**config.mk**
```make
export PLATFORM = sky130hd
export DESIGN_NAME = opb_register_ppc2simulink_flat
export DESIGN_NICKNAME = d
export VERILOG_FILES = /design/src/rtl/opb_reg_pkg.sv /design/src/rtl/opb_register_ppc2simulink_if.sv /design/src/rtl/opb_slave_ack_fsm.sv /design/src/rtl/opb_register_ppc2simulink.sv /design/src/flat_wrapper.sv
export SDC_FILE = /design/constraint.sdc
export NUM_CORES = 1
export LEC_CHECK = 0
export ABC_AREA = 1
export CORE_AREA = 2 2 113 115
export DETAILED_ROUTE_END_ITERATION = 8
export DIE_AREA = 0 0 115 117
export PLACE_DENSITY_LB_ADDON = 0.1
export SYNTH_ARGS = -nofsm -noshare
export SYNTH_HDL_FRONTEND = slang
export SYNTH_HIERARCHICAL = 1
export SYNTH_SLANG_ARGS = --single-unit
```
**constraint.sdc**
```tcl
create_clock -name OPB_Clk -period 1.4 [get_ports OPB_Clk]
set_input_delay 0.35 -clock OPB_Clk [delete_from_list [all_inputs] [get_ports OPB_Clk]]
set_output_delay 0.35 -clock OPB_Clk [all_outputs]
set_load 0.005 [all_outputs]
```
**src/rtl/opb_reg_pkg.sv**
```systemverilog
// Shared definitions for OPB slave register cores: FSM states, word map,
// status bit positions and the byte-enable merge used on register writes.
package opb_reg_pkg;

   typedef enum logic [1:0] {
      IDLE = 2'd0,
      ACK  = 2'd1,
      HOLD = 2'd2
   } opb_state_e;

   localparam logic WORD_DATA   = 1'b0;
   localparam logic WORD_STATUS = 1'b1;

   localparam int STAT_PEND_BIT = 0;
   localparam int STAT_CNT_LSB  = 16;
   localparam int STAT_CNT_W    = 16;

   // be[3] guards bits 31:24, i.e. OPB byte lane 0 once the bus vectors are
   // assigned into little-endian numbering.
   function automatic logic [31:0] be_merge(input logic [31:0] old_val,
                                            input logic [31:0] new_val,
                                            input logic [3:0]  be);
      logic [31:0] res;
      res = old_val;
      for (int i = 0; i < 4; i++) begin
         if (be[i]) res[8*i +: 8] = new_val[8*i +: 8];
      end
      return res;
   endfunction

endpackage

```
**src/rtl/opb_register_ppc2simulink_if.sv**
```systemverilog
// OPB master/slave signal bundle, kept in the bus' big-endian bit order.
interface opb_register_ppc2simulink_if;

   logic [0:31] OPB_ABus;
   logic [0:3]  OPB_BE;
   logic [0:31] OPB_DBus;
   logic        OPB_RNW;
   logic        OPB_select;
   logic        OPB_seqAddr;

   logic [0:31] Sl_DBus;
   logic        Sl_xferAck;
   logic        Sl_errAck;
   logic        Sl_retry;
   logic        Sl_toutSup;

   modport master (
      output OPB_ABus, OPB_BE, OPB_DBus, OPB_RNW, OPB_select, OPB_seqAddr,
      input  Sl_DBus, Sl_xferAck, Sl_errAck, Sl_retry, Sl_toutSup
   );

   modport slave (
      input  OPB_ABus, OPB_BE, OPB_DBus, OPB_RNW, OPB_select, OPB_seqAddr,
      output Sl_DBus, Sl_xferAck, Sl_errAck, Sl_retry, Sl_toutSup
   );

endinterface

```
**src/rtl/opb_slave_ack_fsm.sv**
```systemverilog
// OPB slave decode and single-beat acknowledge FSM, shared by the
// PPC->fabric and fabric->PPC register cores.
//
// state | meaning
// IDLE  | waiting for a select that hits the window
// ACK   | Sl_xferAck high, latched write presented for commit
// HOLD  | waiting for select to drop so a lingering select is not re-acked
module opb_slave_ack_fsm
   import opb_reg_pkg::*;
#(
   parameter logic [31:0] C_BASEADDR = 32'h01087200,
   parameter logic [31:0] C_HIGHADDR = 32'h010872FF
)
(
   input  logic        clk,
   input  logic        rst_n,
   input  logic [31:0] abus,
   input  logic        select,
   input  logic        rnw,
   input  logic [3:0]  be,
   input  logic [31:0] dbus,
   input  logic [31:0] rd_word0,
   input  logic [31:0] rd_word1,
   output logic        xfer_ack,
   output logic [31:0] rd_dbus,
   output logic        wr_commit,
   output logic        wr_word,
   output logic [3:0]  wr_be,
   output logic [31:0] wr_data
);

   opb_state_e  state_q, state_d;
   logic        hit;
   logic        load;
   logic        rnw_q;
   logic        word_q;
   logic [3:0]  be_q;
   logic [31:0] data_q;
   logic [31:0] rd_dbus_q;

   assign hit = select && (abus >= C_BASEADDR) && (abus <= C_HIGHADDR);

   always_comb begin
      state_d = state_q;
      load    = 1'b0;
      unique case (state_q)
         IDLE: begin
            if (hit) begin
               state_d = ACK;
               load    = 1'b1;
            end
         end
         ACK:     state_d = HOLD;
         HOLD:    if (!select) state_d = IDLE;
         default: state_d = IDLE;
      endcase
   end

   always_ff @(posedge clk or negedge rst_n) begin
      if (!rst_n) begin
         state_q   <= IDLE;
         rnw_q     <= 1'b1;
         word_q    <= WORD_DATA;
         be_q      <= '0;
         data_q    <= '0;
         rd_dbus_q <= '0;
      end else begin
         state_q <= state_d;
         if (load) begin
            rnw_q  <= rnw;
            word_q <= abus[2];
            be_q   <= be;
            data_q <= dbus;
         end
         // Read data only lives for the ack cycle; everything else drives zero.
         rd_dbus_q <= (load && rnw) ? (abus[2] ? rd_word1 : rd_word0) : '0;
      end
   end

   assign xfer_ack  = (state_q == ACK);
   assign rd_dbus   = rd_dbus_q;
   assign wr_commit = (state_q == ACK) && !rnw_q;
   assign wr_word   = word_q;
   assign wr_be     = be_q;
   assign wr_data   = data_q;

endmodule

```
**src/rtl/opb_register_ppc2simulink.sv**
```systemverilog
// PPC->fabric control register on OPB: byte-enable aware data word with a
// commit strobe, plus a read-only status word (write count, pending flag).
module opb_register_ppc2simulink
   import opb_reg_pkg::*;
#(
   parameter logic [31:0] C_BASEADDR    = 32'h01087200,
   parameter logic [31:0] C_HIGHADDR    = 32'h010872FF,
   parameter int          C_OPB_AWIDTH  = 32,
   parameter int          C_OPB_DWIDTH  = 32,
   parameter string       C_FAMILY      = "virtex6",
   parameter logic [31:0] C_RESET_VALUE = 32'h00000000
)
(
   input  logic                        OPB_Clk,
   input  logic                        OPB_Rst_n,
   opb_register_ppc2simulink_if.slave  bus,
   output logic [31:0]                 user_data_out,
   output logic                        user_data_valid,
   input  logic                        user_ack
);

   logic                  xfer_ack;
   logic [31:0]           rd_dbus;
   logic                  wr_commit;
   logic                  wr_word;
   logic [3:0]            wr_be;
   logic [31:0]           wr_data;
   logic [31:0]           status_word;
   logic [STAT_CNT_W-1:0] wr_count;
   logic                  pending;
   logic                  data_commit;
   logic                  unused_cfg;

   // Width and family parameters are fixed at 32/informational; seqAddr has no meaning here.
   assign unused_cfg = (C_OPB_AWIDTH == 32) ^ (C_OPB_DWIDTH == 32) ^
                       (C_FAMILY == "virtex6") ^ bus.OPB_seqAddr;

   opb_slave_ack_fsm #(
      .C_BASEADDR (C_BASEADDR),
      .C_HIGHADDR (C_HIGHADDR)
   ) u_ack_fsm (
      .clk       (OPB_Clk),
      .rst_n     (OPB_Rst_n),
      .abus      (bus.OPB_ABus),
      .select    (bus.OPB_select),
      .rnw       (bus.OPB_RNW),
      .be        (bus.OPB_BE),
      .dbus      (bus.OPB_DBus),
      .rd_word0  (user_data_out),
      .rd_word1  (status_word),
      .xfer_ack  (xfer_ack),
      .rd_dbus   (rd_dbus),
      .wr_commit (wr_commit),
      .wr_word   (wr_word),
      .wr_be     (wr_be),
      .wr_data   (wr_data)
   );

   always_comb begin
      status_word = '0;
      status_word[STAT_CNT_LSB +: STAT_CNT_W] = wr_count;
      status_word[STAT_PEND_BIT]              = pending;
   end

   assign data_commit = wr_commit && (wr_word == WORD_DATA);

   always_ff @(posedge OPB_Clk or negedge OPB_Rst_n) begin
      if (!OPB_Rst_n) begin
         user_data_out   <= C_RESET_VALUE;
         user_data_valid <= 1'b0;
         wr_count        <= '0;
         pending         <= 1'b0;
      end else begin
         user_data_valid <= data_commit;
         if (data_commit) begin
            user_data_out <= be_merge(user_data_out, wr_data, wr_be);
            wr_count      <= wr_count + 16'd1;
         end
         // A commit landing with user_ack leaves pending set: the new value is unseen.
         if (data_commit)   pending <= 1'b1;
         else if (user_ack) pending <= 1'b0;
      end
   end

   assign bus.Sl_DBus    = rd_dbus;
   assign bus.Sl_xferAck = xfer_ack;
   assign bus.Sl_errAck  = 1'b0;
   assign bus.Sl_retry   = 1'b0;
   assign bus.Sl_toutSup = 1'b0;

endmodule

```
**src/flat_wrapper.sv**
```systemverilog
// flat-port wrapper written by rule: the top's interface ports become plain ports
module opb_register_ppc2simulink_flat import opb_reg_pkg::*;
#(
   parameter logic [31:0] C_BASEADDR    = 32'h01087200,
   parameter logic [31:0] C_HIGHADDR    = 32'h010872FF,
   parameter int          C_OPB_AWIDTH  = 32,
   parameter int          C_OPB_DWIDTH  = 32,
   parameter string       C_FAMILY      = "       ",
   parameter logic [31:0] C_RESET_VALUE = 32'h00000000
)
  (OPB_Clk, OPB_Rst_n, user_data_out, user_data_valid, user_ack, bus_OPB_ABus, bus_OPB_BE, bus_OPB_DBus, bus_OPB_RNW, bus_OPB_select, bus_OPB_seqAddr, bus_Sl_DBus, bus_Sl_xferAck, bus_Sl_errAck, bus_Sl_retry, bus_Sl_toutSup);
  opb_register_ppc2simulink_if bus_i ();
  input  logic OPB_Clk;
  input  logic OPB_Rst_n;
  output logic [31:0] user_data_out;
  output logic user_data_valid;
  input  logic user_ack;
  input wire logic [$bits(bus_i.OPB_ABus)-1:0] bus_OPB_ABus;
  input wire logic [$bits(bus_i.OPB_BE)-1:0] bus_OPB_BE;
  input wire logic [$bits(bus_i.OPB_DBus)-1:0] bus_OPB_DBus;
  input wire logic [$bits(bus_i.OPB_RNW)-1:0] bus_OPB_RNW;
  input wire logic [$bits(bus_i.OPB_select)-1:0] bus_OPB_select;
  input wire logic [$bits(bus_i.OPB_seqAddr)-1:0] bus_OPB_seqAddr;
  output wire logic [$bits(bus_i.Sl_DBus)-1:0] bus_Sl_DBus;
  output wire logic [$bits(bus_i.Sl_xferAck)-1:0] bus_Sl_xferAck;
  output wire logic [$bits(bus_i.Sl_errAck)-1:0] bus_Sl_errAck;
  output wire logic [$bits(bus_i.Sl_retry)-1:0] bus_Sl_retry;
  output wire logic [$bits(bus_i.Sl_toutSup)-1:0] bus_Sl_toutSup;
  assign bus_i.OPB_ABus = bus_OPB_ABus;
  assign bus_i.OPB_BE = bus_OPB_BE;
  assign bus_i.OPB_DBus = bus_OPB_DBus;
  assign bus_i.OPB_RNW = bus_OPB_RNW;
  assign bus_i.OPB_select = bus_OPB_select;
  assign bus_i.OPB_seqAddr = bus_OPB_seqAddr;
  assign bus_Sl_DBus = bus_i.Sl_DBus;
  assign bus_Sl_xferAck = bus_i.Sl_xferAck;
  assign bus_Sl_errAck = bus_i.Sl_errAck;
  assign bus_Sl_retry = bus_i.Sl_retry;
  assign bus_Sl_toutSup = bus_i.Sl_toutSup;
  opb_register_ppc2simulink #(.C_BASEADDR(C_BASEADDR), .C_HIGHADDR(C_HIGHADDR), .C_OPB_AWIDTH(C_OPB_AWIDTH), .C_OPB_DWIDTH(C_OPB_DWIDTH), .C_FAMILY(C_FAMILY), .C_RESET_VALUE(C_RESET_VALUE)) u_core (.OPB_Clk(OPB_Clk), .OPB_Rst_n(OPB_Rst_n), .bus(bus_i), .user_data_out(user_data_out), .user_data_valid(user_data_valid), .user_ack(user_ack));
endmodule
```
==> impl_metrics.toml <==
[status]
run_status = "complete, but fails checks"
violations = "setup timing"

[route]
first_pass_iters = 4
drtIter0Drc = 198
drcViolationCount = 0
wl_um = 13700
routedWlPerCell_um = 14.1
antenna_left = 0
viasPerCell = 4.82
vias = 4689

[place]
preCtsSetupSlack_ns = -0.579
place_congestion = 0.830
placed_cells = 896
dpl.hpwl_um = 9240
numPortBuffers = 138
placed_area_um2 = 7090

[global_route]
grt_max_degree = 83
overflow = 0
antenna_found_initial = 0
grtUsageTotal_pct = 20.9
grt_pass1_vias = 4568
grt_pass1_wl_um = 21700

[timing]
worst_pin_slew_ns = 0.527
clock.fmax_mhz = 614
period_needed_ns = 1.63
skew_ns = 0.00824
period_share_pct = 116
finalSetupViolations = 120
relSlewSlack_pct = 64.8
worst_slack_ns = -0.228
setup_tns_ns = -19.79
rsz0062_at_grt = "yes"
drv_slew = 0
finalHoldViolCount = 0

[final_layout]
finalInstanceArea_um2 = 8510
fin_util_pct = 69.1
final_cells = 973
antenna_cells = 0
nets = 885
drive_gt1_share_pct = 25.6
syn2layout_area_growth_pct = 60.3

[setup_path]
cp-start-kind = "register"
cp.required_ns = 1.70
cp_max_fo = 23
path_class = "reg2reg"
cp_data_arrival_time_ns = 1.92
worst_setup_path_end_kind = "register"

[synthesis]
synth_top_area_share_pct = 57.0
ys.flop_type = "dfrtp_1"
synth_edf_count = 0
yosys_register_bits = 122
synth_area_leaders = "dfrtp_1 (57%), nand2_1 (13%), nand3_1 (7.4%), mux2i_1 (6.0%), nor2_1 (4.5%)"
yosysWarningCount = 6
synth_most_common_cell = "nand2_1"
yosysUniqueCellTypes = 23
synth_area_per_cell_um2 = 9.03
syn_area_um2 = 5310
synth_commonest_cells = "nand2_1 (188), dfrtp_1 (121), nand3_1 (79), nor2_1 (63), inv_1 (33)"
synth-seq-area-share_pct = 57.5
async_reset_ff_share_pct = 100
syn-instance-count = 588
yosysTopAreaCell = "dfrtp_1"

[floorplan]
die_h_um = 117
pin_count = 143
start_util_pct = 43.1
dieWidth_um = 115
die_area_um2 = 13500
core_um2 = 12300
row_count = 41

[clocking]
htreeDepth = 4
cts_sinks = 122
clkSlewWorstSetupHoldPaths_ns = 0.06
clock_path_buffers = 2
numCtsBuffers = 17
clock_latency_ns = 0.41
clock-root-buffer = "clkbuf_16"
cts_tree = "yes"

[power]
powerDensity_nw_per_um2 = 1030
cellLeakagePower_nw = 4.44
peakVddDrop_uv = 736

[run]
cap_violations = 0

[worst_hold_path]
min_path_type = "in2async"
[metrics by stage]
stage	hold WS, ns	power, mW
after floorplan	0.0544	3.68
after global placement	0.348	3.99
after detailed placement	0.351	3.99
after CTS	0.461	8.84
after global routing	0.491	9.05
final	0.467	8.77
[critical path, stage by stage, from the launching register on]
cell	delay [ns]
dfrtp_1	0.39
buf_6	0.12
nand3b_1	0.15
nor2_1	0.11
nand3_1	0.12
nor2_4	0.19
nand2_4	0.11
buf_12	0.18
nand2_1	0.07
nand2_1	0.06
[cells in the final DEF, fill, tap and decap left out, types with 3 or more instances in the layout]
master,n
buf_12,11
buf_4,56
buf_6,7
buf_8,3
bufinv_16,5
clkbuf_16,18
clkbuf_2,7
clkbuf_8,3
clkdlybuf4s15_1,43
clkdlybuf4s50_1,70
clkinv_2,3
conb_1,18
dfrtp_1,121
dlygate4sd2_1,14
inv_1,31
inv_2,4
mux2i_1,32
nand2_1,155
nand2_2,30
nand2_4,6
nand2_8,4
nand3_1,69
nand3_2,10
nand4_1,6
nor2_1,36
nor2_2,25
nor2_4,8
nor3_1,3
xor2_1,7
[registers in the layout, summed over array words and instances, names as in the netlist]
name	cells
u_core/u_ack_fsm/rd_dbus	32
u_core/u_ack_fsm/wr_data	32
u_core/user_data_out	32
u_core/wr_count	16
u_core/u_ack_fsm/wr_be	4
u_core/u_ack_fsm/state_q	2
u_core/pending	1
u_core/u_ack_fsm/rnw_q	1
u_core/u_ack_fsm/wr_word	1
u_core/user_data_valid	1
[kinds of logic after synthesis]
family | after synthesis | share of synthesized area [%]
other | 1 | 0.0706
and+or+nand+nor | 355 | 28.2
muxes | 32 | 6.03
AOI/OAI and AO/OA | 1 | 0.0942
adders and majority gates | 1 | 0.236
DFF | 122 | 57.5
buffers and inverters | 66 | 6.22
xor gates and xnor gates | 10 | 1.65
[power by group]
group / switching, mW / internal [mW]
clock network: 1.54 / 3.30
registers: 0.0000000140 / 3.53
logic: 0.171 / 0.232
total: 1.71 / 7.06
[routing by layer]
| metal | global-route usage, % | part of all wire, % | up-vias |
|---|---|---|---|
| li1 | - | - | 2290 |
| met1 | 25.8 | 43 | 2236 |
| met2 | 35.9 | 50 | 143 |
| met3 | 5.15 | 4.9 | 20 |
| met4 | 7.79 | 1.9 | 0 |
| met5 | 0 | 0 | - |
[repair_timing]
action,CTS,global route
hold buffers,1,0
endpoints found under the setup margin,181,147
gates cloned,1,1
resized for setup,122,125
buffers inserted,33,9
hold endpoints to repair,40,0
pin swaps,7,33
[final timing paths]
path,endpoint,cells after the start,slack [ns],startpoint
max,u_core/u_ack_fsm/wr_data[26],9,-0.23,u_core/u_ack_fsm/state_q[1]
min,u_core/u_ack_fsm/rd_dbus[1],3,0.47,OPB_Rst_n
max reg2reg,u_core/u_ack_fsm/wr_data[26],9,-0.23,u_core/u_ack_fsm/state_q[1]
min reg2reg,u_core/u_ack_fsm/wr_data[13],2,0.47,u_core/u_ack_fsm/wr_data[13]
max in group asynchronous,u_core/u_ack_fsm/rnw_q,3,0.47,OPB_Rst_n
min in group OPB_Clk,u_core/u_ack_fsm/wr_data[13],2,0.47,u_core/u_ack_fsm/wr_data[13]
[cell type report]
cell class / count / area [um2]
clock buffer: 21 / 470
clock inverter: 11 / 190
fill: 941 / 3800
timing repair buffer: 216 / 2130
tap: 150 / 188
multi-input combinational: 417 / 2330
inverter: 36 / 143
sequential: 122 / 3050
Note: power is estimated with default switching activity, not from simulation.
